**src/rtl/fpu_pkg.sv**
```systemverilog
// fpu_pkg: shared binary32 constants, FSM states and special-case codes for the FPU
package fpu_pkg;
    localparam int EXP_W = 8;
    localparam int FRAC_W = 23;
    localparam int SIG_W = FRAC_W + 1;
    localparam int BIAS = 127;
    localparam logic [8:0] EXP_INF = 9'd255;
    localparam logic [48:0] QNAN_MAN = 49'h0_4000_0000_0000;
    typedef enum logic [1:0] {IDLE, MUL, NORM, DONE} state_t;
    typedef enum logic [1:0] {SP_NONE, SP_NAN, SP_INF, SP_ZERO} special_t;
endpackage

```
**src/rtl/fp_mul_core_if.sv**
```systemverilog
// fp_mul_core_if: operand/start request and normalized result bundle of the multiplier
interface fp_mul_core_if;
    logic        start;
    logic [31:0] op_a;
    logic [31:0] op_b;
    logic        busy;
    logic        normalized_result_sign;
    logic [8:0]  normalized_result_exp;
    logic [48:0] normalized_result_man;
    logic        done_cal;
    modport master (
        output start, op_a, op_b,
        input  busy, normalized_result_sign, normalized_result_exp, normalized_result_man, done_cal
    );
    modport slave (
        input  start, op_a, op_b,
        output busy, normalized_result_sign, normalized_result_exp, normalized_result_man, done_cal
    );
endinterface

```
**src/rtl/fp_sig_mult_seq.sv**
```systemverilog
// fp_sig_mult_seq: 24x24 shift-add significand multiplier, one multiplier bit per cycle
module fp_sig_mult_seq
    import fpu_pkg::*;
(
    input  logic               clk,
    input  logic               rst,
    input  logic               start,
    input  logic [SIG_W-1:0]   a,
    input  logic [SIG_W-1:0]   b,
    output logic               done,
    output logic [2*SIG_W-1:0] product
);
    logic [2*SIG_W-1:0] acc;
    logic [2*SIG_W-1:0] mcand;
    logic [SIG_W-1:0]   mplier;
    logic [4:0]         cnt;
    logic               run;

    // done flags the cycle whose closing edge performs the last iteration
    assign done = run && cnt == 5'(SIG_W - 1);
    assign product = acc;

    // load on start, then add the shifted multiplicand when the multiplier LSB is set
    always_ff @(posedge clk) begin
        if (rst) begin
            acc <= '0;
            mcand <= '0;
            mplier <= '0;
            cnt <= '0;
            run <= 1'b0;
        end else if (start) begin
            acc <= '0;
            mcand <= {{SIG_W{1'b0}}, a};
            mplier <= b;
            cnt <= '0;
            run <= 1'b1;
        end else if (run) begin
            acc <= acc + (mplier[0] ? mcand : '0);
            mcand <= mcand << 1;
            mplier <= mplier >> 1;
            cnt <= cnt + 5'd1;
            run <= !done;
        end
    end
endmodule

```
**src/rtl/fp_mul_core.sv**
```systemverilog
// fp_mul_core: binary32 multiply front-end producing sign, biased exponent and normalized significand
module fp_mul_core
    import fpu_pkg::*;
(
    input logic         clk,
    input logic         rst,
    fp_mul_core_if.slave bus
);
    state_t   state;
    special_t sp, sp_in;
    logic [EXP_W-1:0] ea, eb;
    logic sgn;
    logic a_top, b_top, a_zero, b_zero, a_nan, b_nan, a_inf, b_inf;
    logic mul_start, mul_done;
    logic [47:0] prod;
    logic [9:0]  e_sum;
    logic e_ovf, e_unf;
    logic [48:0] nrm_man;

    assign a_top = &bus.op_a[30:FRAC_W];
    assign b_top = &bus.op_b[30:FRAC_W];
    assign a_zero = bus.op_a[30:FRAC_W] == '0;
    assign b_zero = bus.op_b[30:FRAC_W] == '0;
    assign a_nan = a_top && |bus.op_a[FRAC_W-1:0];
    assign b_nan = b_top && |bus.op_b[FRAC_W-1:0];
    assign a_inf = a_top && !(|bus.op_a[FRAC_W-1:0]);
    assign b_inf = b_top && !(|bus.op_b[FRAC_W-1:0]);
    assign sp_in = (a_nan || b_nan || (a_inf && b_zero) || (b_inf && a_zero)) ? SP_NAN :
                   (a_inf || b_inf) ? SP_INF :
                   (a_zero || b_zero) ? SP_ZERO : SP_NONE;
    assign mul_start = state == IDLE && bus.start && sp_in == SP_NONE;

    fp_sig_mult_seq u_mult (
        .clk(clk),
        .rst(rst),
        .start(mul_start),
        .a({1'b1, bus.op_a[FRAC_W-1:0]}),
        .b({1'b1, bus.op_b[FRAC_W-1:0]}),
        .done(mul_done),
        .product(prod)
    );

    // exponent as 10-bit two's complement so underflow shows up as a set sign bit
    assign e_sum = {2'b0, ea} + {2'b0, eb} - 10'(BIAS) + {9'b0, prod[47]};
    assign e_ovf = !e_sum[9] && e_sum >= 10'd255;
    assign e_unf = e_sum[9] || e_sum == '0;
    assign nrm_man = prod[47] ? {1'b0, prod} : {1'b0, prod[46:0], 1'b0};

    // control FSM; results are written only in NORM and held until the next NORM
    always_ff @(posedge clk) begin
        if (rst) begin
            state <= IDLE;
            sp <= SP_NONE;
            ea <= '0;
            eb <= '0;
            sgn <= 1'b0;
            bus.busy <= 1'b0;
            bus.done_cal <= 1'b0;
            bus.normalized_result_sign <= 1'b0;
            bus.normalized_result_exp <= '0;
            bus.normalized_result_man <= '0;
        end else begin
            bus.done_cal <= 1'b0;
            case (state)
                IDLE: if (bus.start) begin
                    sgn <= bus.op_a[31] ^ bus.op_b[31];
                    ea <= bus.op_a[30:FRAC_W];
                    eb <= bus.op_b[30:FRAC_W];
                    sp <= sp_in;
                    bus.busy <= 1'b1;
                    state <= sp_in == SP_NONE ? MUL : NORM;
                end
                MUL: if (mul_done) state <= NORM;
                NORM: begin
                    bus.normalized_result_sign <= sp == SP_NAN ? 1'b0 : sgn;
                    bus.normalized_result_exp <= (sp == SP_NAN || sp == SP_INF) ? EXP_INF :
                                                 sp == SP_ZERO ? 9'd0 :
                                                 e_ovf ? EXP_INF : e_unf ? 9'd0 : e_sum[8:0];
                    bus.normalized_result_man <= sp == SP_NAN ? QNAN_MAN :
                                                 (sp != SP_NONE || e_ovf || e_unf) ? 49'd0 : nrm_man;
                    state <= DONE;
                end
                DONE: begin
                    bus.done_cal <= 1'b1;
                    bus.busy <= 1'b0;
                    state <= IDLE;
                end
                default: state <= IDLE;
            endcase
        end
    end
endmodule
```
**src/flat_wrapper.sv**
```systemverilog
// flat-port wrapper written by rule: the top's interface ports become plain ports
module fp_mul_core_flat import fpu_pkg::*;
  (clk, rst, bus_start, bus_op_a, bus_op_b, bus_busy, bus_normalized_result_sign, bus_normalized_result_exp, bus_normalized_result_man, bus_done_cal);
  fp_mul_core_if bus_i ();
  input logic clk;
  input logic rst;
  input wire logic [$bits(bus_i.start)-1:0] bus_start;
  input wire logic [$bits(bus_i.op_a)-1:0] bus_op_a;
  input wire logic [$bits(bus_i.op_b)-1:0] bus_op_b;
  output wire logic [$bits(bus_i.busy)-1:0] bus_busy;
  output wire logic [$bits(bus_i.normalized_result_sign)-1:0] bus_normalized_result_sign;
  output wire logic [$bits(bus_i.normalized_result_exp)-1:0] bus_normalized_result_exp;
  output wire logic [$bits(bus_i.normalized_result_man)-1:0] bus_normalized_result_man;
  output wire logic [$bits(bus_i.done_cal)-1:0] bus_done_cal;
  assign bus_i.start = bus_start;
  assign bus_i.op_a = bus_op_a;
  assign bus_i.op_b = bus_op_b;
  assign bus_busy = bus_i.busy;
  assign bus_normalized_result_sign = bus_i.normalized_result_sign;
  assign bus_normalized_result_exp = bus_i.normalized_result_exp;
  assign bus_normalized_result_man = bus_i.normalized_result_man;
  assign bus_done_cal = bus_i.done_cal;
  fp_mul_core u_core (.clk(clk), .rst(rst), .bus(bus_i));
endmodule
```
**config.mk**
```make
export PLATFORM = sky130hd
export DESIGN_NAME = fp_mul_core_flat
export DESIGN_NICKNAME = d
export VERILOG_FILES = /design/src/rtl/fpu_pkg.sv /design/src/rtl/fp_mul_core_if.sv /design/src/rtl/fp_sig_mult_seq.sv /design/src/rtl/fp_mul_core.sv /design/src/flat_wrapper.sv
export SDC_FILE = /design/constraint.sdc
export NUM_CORES = 1
export LEC_CHECK = 0
export CORE_ASPECT_RATIO = 0.7
export CORE_MARGIN = 2
export CORE_UTILIZATION = 45
export DETAILED_ROUTE_END_ITERATION = 8
export GPL_TIMING_DRIVEN = 1
export PLACE_DENSITY = 0.7
export SLEW_MARGIN = 15
export SYNTH_ARGS = -nofsm -noshare
export SYNTH_HDL_FRONTEND = slang
export SYNTH_HIERARCHICAL = 1
export SYNTH_SLANG_ARGS = --single-unit
```
**constraint.sdc**
```tcl
create_clock -name clk -period 5.4 [get_ports clk]
set_input_delay 0.54 -clock clk [delete_from_list [all_inputs] [get_ports clk]]
set_output_delay 0.54 -clock clk [all_outputs]
set_load 0.1 [all_outputs]
```
## Yosys cells after proc, flatten, opt, wreduce, memory -nomap -nowiden

Cells that the tools add are included.

- Add/subtract/negate cells: 5
- $lt $le $gt $ge: 1
- Equality and inequality tests: 9
- Mux-type cells: 25
- Bitwise gates (word level): 1
- Reduce and logical (&&, ||, !) cells: 39

Operators by type and width:

| operator | count |
|---|---|
| two-way mux 49 bit | 2 |
| two-way mux 24 bit | 4 |
| two-way mux 48 bit | 2 |
| adder 48 bit | 1 |
| OR reduction 23 bit | 2 |
| two-way mux 9 bit | 4 |
| logical NOT 8 bit | 2 |
| AND reduction 8 bit | 2 |
| two-way mux 2 bit | 6 |
| adder 10 x 1 -> 10 bit | 1 |
| greater-or-equal comparator 10 x 8 -> 1 bit (second input constant) | 1 |
| logical AND 1 bit | 10 |
| logical NOT 10 bit | 1 |
| subtractor 10 x 7 -> 10 bit (second input constant) | 1 |
| adder 8 x 8 -> 9 bit | 1 |
| logical OR 1 bit | 9 |
| equality test 2 bit (second input constant) | 4 |
| case mux 2 bit (4 select lines) | 1 |
| AND reduction 2 bit | 3 |
| nonzero test 2 bit | 3 |
| adder 5 x 1 -> 5 bit (second input constant) | 1 |
| equality test 5 bit (second input constant) | 1 |
| two-way mux 1 bit | 5 |
| equality test 2 x 1 -> 1 bit (second input constant) | 2 |
| other kinds (6) | 11 |

- Register bits: 208
- Input bits: 67
- Output and inout port bits: 61
- Logic and storage cells: 96

## Longest topological paths before layout

- Depth after elaboration: 11
- Mapped depth: 15
- Gate-level depth less buffers: 12

## Hierarchy

Netlist, hierarchy kept.

Modules (own cells, without submodules):

| module | instances | cells each | area each (um^2) | seq. area each (um^2) |
|---|---|---|---|---|
| fp_sig_mult_seq | 1 | 989 | 8,064.0 | 2,522.4 |
| fp_mul_core | 1 | 582 | 4,718.3 | 1,621.6 |

## Worst setup path before layout

No wires, ideal clock.

- Kind: register to register
- From: register u_core.u_mult.acc[47], in the netlist u_core/u_mult/product[47]
- To: register u_core.bus.normalized_result_man[0]
- Library setup time: 0.126 ns
- Arrival: 3.402 ns
- Data required time: 5.274 ns
- Slack: 1.873 ns
- Cell stages (with the launch flop): 16
- Path buffers: 4
- Period minus slack after synthesis: 3.527 ns
- Path through: dfxtp_1 > clkbuf_1 > clkbuf_1 > inv_1 > ha_1 > inv_1 > ha_1 > fa_1 > a211oi_2 > o21bai_1 > a211o_1 > a2111oi_0 > a22o_1 > buf_6 > buf_6 > o31ai_2

- Longest elaborated chain between the ends: 7
- Elaborated cells between the ends (all ways): 11
- Classes of those cells: add/sub (1); order compare (1); mux (3); reduce/logical (6)

Ends and longest elaborated chain:

| element | line | source |
|---|---|---|
| from (decl) | fp_sig_mult_seq.sv:13 | `logic [2*SIG_W-1:0] acc;` |
| from (signal assigned) | fp_sig_mult_seq.sv:38 | `acc <= acc + (mplier[0] ? mcand : '0);` |
| adder 10 x 1 -> 10 bit | fp_mul_core.sv:44 | `assign e_sum = {2'b0, ea} + {2'b0, eb} - 10'(BIAS) + {9'b0, prod[47]};` |
| greater-or-equal comparator 10 x 8 -> 1 bit / logical NOT 1 bit (equally long branches) | fp_mul_core.sv:45 | `assign e_ovf = !e_sum[9] && e_sum >= 10'd255;` |
| logical AND 1 bit | fp_mul_core.sv:45 |  |
| logical OR 1 bit (2 in series) | fp_mul_core.sv:80 | `(sp != SP_NONE \|\| e_ovf \|\| e_unf) ? 49'd0 : nrm_man;` |
| two-way mux 49 bit * | fp_mul_core.sv:80 |  |
| two-way mux 49 bit * | fp_mul_core.sv:79 | `bus.normalized_result_man <= sp == SP_NAN ? QNAN_MAN :` |
| to (signal assigned) | fp_mul_core.sv:79 |  |
| to (decl) | fp_mul_core_if.sv:17 | `output busy, normalized_result_sign, normalized_result_exp, normalized_result_man, done_cal` |

Mark *: on every way between the ends. The rest lies on a longest branch, timed or not.
A chain may end at the register's enable or synchronous reset.

## Worst setup path in the final report

- From: register u_core.ea[0]
- To: register u_core.bus.normalized_result_man[13]

- Longest elaborated chain between the ends: 9
- Elaborated cells between the ends (all ways): 12
- Classes of those cells: add/sub (3); order compare (1); mux (2); reduce/logical (6)

Ends and longest elaborated chain:

| element | line | source |
|---|---|---|
| from (decl) | fp_mul_core.sv:11 | `logic [EXP_W-1:0] ea, eb;` |
| from (signal assigned) | fp_mul_core.sv:67 | `ea <= bus.op_a[30:FRAC_W];` |
| adder 8 x 8 -> 9 bit * | fp_mul_core.sv:44 |  |
| subtractor 10 x 7 -> 10 bit * | fp_mul_core.sv:44 |  |
| adder 10 x 1 -> 10 bit * | fp_mul_core.sv:44 |  |
| greater-or-equal comparator 10 x 8 -> 1 bit / logical NOT 1 bit (equally long branches) | fp_mul_core.sv:45 |  |
| logical AND 1 bit | fp_mul_core.sv:45 |  |
| logical OR 1 bit | fp_mul_core.sv:80 |  |
| logical OR 1 bit * | fp_mul_core.sv:80 |  |
| two-way mux 49 bit * | fp_mul_core.sv:80 |  |
| two-way mux 49 bit * | fp_mul_core.sv:79 |  |

Marked as above.

==> results.sh <==
export IMPL_status="finished, final reports clean"
export IMPL_post_cts_buffers=0
export IMPL_synth_seq_cells=207
export IMPL_slew_headroom_pct=24.8
export IMPL_setup_slack_ns=1.56
export IMPL_synth_top_cells_by_area="dfxtp_1 (32%), mux2i_1 (12%), nor2_1 (7.5%)"
export IMPL_post_cts_resized=0
export IMPL_portBuffers=126
export IMPL_grt_max_degree=99
export IMPL_crit_arrival_ns=4.20
export IMPL_core_mm2=0.0279
export IMPL_cts_sinks=207
export IMPL_async_flop_share_pct=0
export IMPL_power_density_mw_per_mm2=321
export IMPL_drive_above_1_share_pct=6.35
export IMPL_synth_edf_count=0
export IMPL_max_clock_freq_mhz=261
export IMPL_finalHoldViolations=0
export IMPL_fp_dieH_um=145
export IMPL_drc=0
export IMPL_layout_commonest_cell="nor2_1"
export IMPL_place_ws_ns=1.40
export IMPL_cap_violations=0
export IMPL_cts_max_path_buffers=3
export IMPL_p_total_mw=4.76
export IMPL_start_kind="flop"
export IMPL_synthFlopType="dfxtp_1"
export IMPL_die_width_um=205
export IMPL_filler_cell_count=2575
export IMPL_synth_area_mm2=0.0128
export IMPL_seq_area_frac_synth_pct=32.4
export IMPL_dp_hpwl_mm=23.1
export IMPL_reg2reg_from="u_core/ea[0]"
export IMPL_finClkSkew_ns=0.0250
export IMPL_first_global_vias=10200
export IMPL_slowest_delay_ns=0.78
export IMPL_ios=128
export IMPL_finalNetCount=1765
export IMPL_wl_mm=31.7
export IMPL_hold_path_startpoint="u_core/bus.normalized_result_man[28]"
export IMPL_rsz0062_at_grt="false"
export IMPL_cts_inserted_buffers=22
export IMPL_yosysTopAreaCellShare_pct=32.4
export IMPL_viasPerCell=5.55
export IMPL_n_antenna_cell=0
export IMPL_insertion_delay_ns=0.53
export IMPL_path_cells="inv_1, ha_1, inv_1, ha_1, fa_1, a211oi_2, o21bai_1, a211o_1, a2111oi_0, a22o_2, buf_4, o31ai_1"
export IMPL_critPathLaunch="u_core/ea[0]"
export IMPL_hp_class="flop to flop"
export IMPL_peakVddDrop_v=0.000267
export IMPL_rows=51
export IMPL_crit_required_ns=5.76
export IMPL_syn_area_per_cell_um2=8.14
export IMPL_cp_top_family="compound AO/OA/AOI/OAI gates"
export IMPL_cts_tree="yes"
export IMPL_drt_iter0_drc=631
export IMPL_post_route_period_util_pct=71.0
export IMPL_tightest_slew_ns=1.13
export IMPL_grt_pass1_wl_mm=51.6
export IMPL_die_area_mm2=0.0298
export IMPL_final_cell_mix="nor2_1 (254), dfxtp_1 (205), nand2_1 (192)"
export IMPL_crit_buf_inv=3
export IMPL_synth_warnings=6
export IMPL_ys_types=77
export IMPL_areaGrowthSynthToFinish_pct=16.2
export IMPL_postRouteAntennaNets=0
export IMPL_dr_pass1_iters=6
export IMPL_setup_viol=0
export IMPL_setup_tns_ns=0
export IMPL_critPathKind="flop to flop"
export IMPL_start_util_pct=45.8
export IMPL_antenna_found_initial=0
export IMPL_place_congestion=0.888
export IMPL_hold_buffers=0
export IMPL_fin_util_pct=53.3
export IMPL_clk_pin_slew_ns=0.06
export IMPL_timing_final_crit_period_ns=3.84
export IMPL_cellLeakagePower_nw=5.99
export IMPL_synthCells=1571
export IMPL_htree_levels=1
export IMPL_drv_slew=0
export IMPL_synth_top_cell_by_area="dfxtp_1"
export IMPL_grt_usage_pct=20.7
export IMPL_dr_total_vias=11100
export IMPL_crit_slowest_cell="a22o_2"
export IMPL_cp_max_fo=33
export IMPL_wl_per_cell_um=15.8
export IMPL_overflow=0
export IMPL_critPathCaptureType="flop"
export IMPL_root_buffer="clkbuf_16"
power breakdown:
group	total, mW	switching [mW]	internal (mW)
sequential	1.82	0.147	1.67
clock	1.56	0.643	0.916
combinational	1.38	0.918	0.466
total	4.76	1.71	3.05
metal layers:
layer	track usage, %	wire [um]	share of wire, %
met1	30.5	15900	50
met5	0	0	0
met2	32.0	13500	43
met3	3.03	1590	5.0
met4	4.42	645	2.0
tightest hold or removal path, cell delays in order (launching register included):
cell     delay (ns)
dfxtp_1        0.31
nand2_1        0.05
o31ai_1        0.05
through the flow:
| stage | std cells | hold WS [ns] | cell area (um2) |
|---|---|---|---|
| 3_3_place_gp | 1972 | 0.439 | 14100 |
| 3_5_place_dp | 1972 | 0.440 | 14100 |
| 6_report | 2010 | 0.450 | 14900 |
| 2_1_floorplan | 1572 | 0.436 | 12800 |
| 4_1_cts | 2010 | 0.452 | 14900 |
| 5_1_grt | 2010 | 0.471 | 14900 |
sequential cells by signal, indices dropped and copies added (netlist names), 5 cells and up:
signal,count
u_core/eb,8
u_core/bus.normalized_result_exp,9
u_core/u_mult/cnt,5
u_core/ea,8
u_core/u_mult/product,48
u_core/bus.normalized_result_man,48
u_core/u_mult/mplier,24
u_core/u_mult/mcand,48
layout make-up:
cell class              instances  area (um2)  area share, %
multi-input cells            1238        8100           54.5
flip-flops and latches        207        4150           27.9
repair buffers                136        1330           8.96
clock buffers                  29         628           4.23
well taps                     371         464           3.12
clock inverters                 9         110          0.741
inverters                      20        75.1          0.505
Yosys cell counts, drive strengths merged, types with 3 or more instances:
cell,number
dfxtp,207
nor3b,3
nand3,12
o21bai,8
a22oi,5
o22ai,5
or4,4
nor2b,6
a31oi,11
or2,3
ha,71
a21o,37
o221a,8
o21ai,41
o211ai,11
nand4,17
or3,5
a21oi,124
nor3,18
a211o,3
nand2b,5
mux2i,149
nor2,256
clkbuf,66
buf,41
inv,20
o21a,10
nand3b,4
nand2,194
xnor2,22
o31ai,52
xor2,23
a211oi,17
nor4,18
and3,7
and2,53
final timing paths:
check	endpoint	slack [ns]	cells past startpoint
hold / removal	u_core/bus.normalized_result_man[28]	0.45	2
setup reg to reg	u_core/bus.normalized_result_man[13]	1.56	12
hold reg to reg	u_core/bus.normalized_result_man[28]	0.45	2
setup / recovery	u_core/bus.normalized_result_man[13]	1.56	12
cell families (layout without fill, tap and decap cells):
family | count (synthesis) | after routing | share of synthesized area, %
AO/OA/AOI/OAI | 357 | 357 | 19.8
XOR/XNOR | 45 | 45 | 3.08
adder cells (fa/ha/maj) | 73 | 73 | 7.26
buffers and inverters | 127 | 194 | 4.43
flip-flops | 207 | 207 | 32.4
multiplexers | 150 | 150 | 11.8
other | 2 | 3 | 0.0588
AND/OR/NAND/NOR | 610 | 610 | 21.2
Note: power is estimated with default switching activity, not from simulation.
==> RTL change (same settings) <==
Re-encode `special_t` (4 values) as one-hot, 4 bits wide.
--- a/src/rtl/fpu_pkg.sv
+++ b/src/rtl/fpu_pkg.sv
@@ -7,6 +7,6 @@
     localparam logic [8:0] EXP_INF = 9'd255;
     localparam logic [48:0] QNAN_MAN = 49'h0_4000_0000_0000;
     typedef enum logic [1:0] {IDLE, MUL, NORM, DONE} state_t;
-    typedef enum logic [1:0] {SP_NONE, SP_NAN, SP_INF, SP_ZERO} special_t;
+    typedef enum logic [3:0] {SP_NONE = 4'b0001, SP_NAN = 4'b0010, SP_INF = 4'b0100, SP_ZERO = 4'b1000} special_t;
 endpackage
 
Formal check against the unedited RTL: no difference found for any inputs over 10 cycles, from zero or initial values and one cycle with rst high; not proved beyond that.
==> RTL change against the original RTL <==
  * Area after synthesis down 3.2%
  * Synthesized cell count decreased by 5.7%
  * Combinational power shrank 3%
  * Sequential cell count increased by 2
  * Global-route usage increased by 0.48 points
  * Clock power up 6%
  * Worst setup slack got worse by 0.096 ns
  * Total power grew 1.7%
  * Final area down 2.2%
  * Routed wire length down 2.0%
  * Critical path type unchanged
==> RTL change: results (changes against the original RTL) <==
* Max Buffers Root-to-Sink at 3 (unchanged)
* Worst min-delay path startpoint: u_core/bus.normalized_result_man[36]$_SDFFE_PP0P_
* Number of global-route vias before repair at 9697 (-5.2%)
* Pin count of the biggest net entering global routing at 101 (+2.0%)
* CP arrival at 4.31 ns (+0.11 ns)
* Global-route wire length before repair at 50.53 mm (-2.2%)
* Quantity of I/O buffers inserted on ports at 126 (unchanged)
* Commonest cells in the netlist: 222 x nor2_1, 209 x dfxtp_1, 148 x mux2i_1, 144 x nand2_1, 124 x a21oi_1
* Internal power contribution at 3.171 mW (+3.8%)
* Crit. Startpoint: u_core/ea[0]$_SDFFE_PP0P_
* Static leakage at 5.837 nW (-2.6%)
* R2r setup slk at 1.47 ns (-0.10 ns)
* CTS buffer count at 24 (+9.1%)
* Post-layout nets at 1689 (-4.3%)
* Final-report max-slew violation count at 0 (unchanged)
* Run status: complete, no violations
* CTS Root Cell: clkbuf_16
* Overall routed net length at 31.04 mm (-2.0%)
* Placed cell area at 0.01371 mm^2 (-2.9%)
* Number of antenna violations at the first check in global routing at 0 (unchanged)
* Wirelength per Cell at 16.07 um (+1.9%)
* Total half-perimeter wirelength after legalization and detailed placement at 22.65 mm (-1.9%)
* Worst hold slack after final layout at 0.4516 ns (+0.001739 ns)
* Count of different cell masters after synthesis at 78 (+1.3%)
* Critical path fanouts, max at 35 (+6.1%)
* Share of flip-flops with an asynchronous set or reset after synthesis at 0% (unchanged)
* IR drop worst, VDD at 0.1939 mV (-27%)
* Worst setup path endpoint: u_core/bus.normalized_result_man[18]$_SDFFE_PP0P_
* Source-to-sink clock delay at the later pin of the worst-skew pair at 0.52 ns
* Detail Route met2 WL at 12.54 mm (-7.3%)
* Via count of the routed design at 10640 (-4.5%)
* Number of DRC markers in iteration 0 at 801 (+27%)
* Maximum clock skew at final layout at 0.008986 ns (-0.01598 ns)
* Placer Congestion at 0.9052 (+1.9%)
* Worst Hold Path EP: u_core/bus.normalized_result_man[36]$_SDFFE_PP0P_
* GRT Util Overall at 21.20% (+0.48 points)
* Layout cell share with drive strength beyond 1 at 6.696% (+0.35 points)
* Seq/Total Area, Yosys at 33.83% (+1.4 points)
* Biggest area contributors in the synthesized netlist: dfxtp_1 34%, mux2i_1 12%, ha_1 6.9%, nor2_1 6.7%, a21oi_1 5.0%
* Synthesized instance count at 1482 (-5.7%)
* Layout filler cell count at 2597 (+0.85%)
* M1 wire length at 16.01 mm (+0.56%)
* Worst slew margin relative to its limit at 29.13% (+4.3 points)
* Routed length on met3 at 2.022 mm (+27%)
RTL change: kinds of logic after synthesis:
group | count (synthesis) | share of synthesized area [%]
other cells | 2 | 0.06072
compound gates | 358 | 19.47
flops | 209 | 33.83
simple gates | 534 | 19.76
fa+ha+maj | 70 | 7.203
buf+inv | 115 | 4.441
mux | 148 | 11.98
xor+xnor | 46 | 3.257
RTL change: layout make-up:
type / count / area share [%]
repair buffers: 135 / 9.197
flip-flops and latches: 209 / 28.83
multi-input cells: 1159 / 52.71
well taps: 364 / 3.134
inverters: 23 / 0.5942
clock buffers: 35 / 4.908
clock inverters: 7 / 0.6286
RTL change: routing by layer:
metal  GRT usage, %  vias up
li1               -     5394
met5              0        -
met1          32.45     4952
met3          3.971       31
met4          3.842        0
met2          30.84      267
RTL change: worst max-delay path, stage by stage, from the launching register on:
cell and delay, ns:
dfxtp_1 0.33, inv_1 0.04, ha_1 0.26, inv_1 0.04, ha_1 0.21, fa_1 0.41
a211oi_1 0.49, o21ai_0 0.22, xor2_1 0.27, nand4_1 0.20, o2111ai_4 0.56, buf_4 0.55
o21ai_0 0.19
RTL change: power by group through the flow:
stage | sequential (mW) | clock [mW] | combinational, mW
6_report | 1.85 | 1.66 | 1.34
5_1_grt | 1.87 | 1.77 | 1.47
4_1_cts | 1.85 | 1.70 | 1.32
3_5_place_dp | 1.88 | 0 | 1.32
3_3_place_gp | 1.88 | 0 | 1.30
2_1_floorplan | 1.97 | 0 | 0.903
RTL change: through the flow:
stage / utilization [%] / worst slack, ns
2_1_floorplan: - / 1.709
3_3_place_gp: 50.95 / 1.609
3_5_place_dp: 50.95 / 1.488
4_1_cts: 53.94 / 1.466
5_1_grt: 54.01 / 1.168
6_report: 54.01 / 1.468
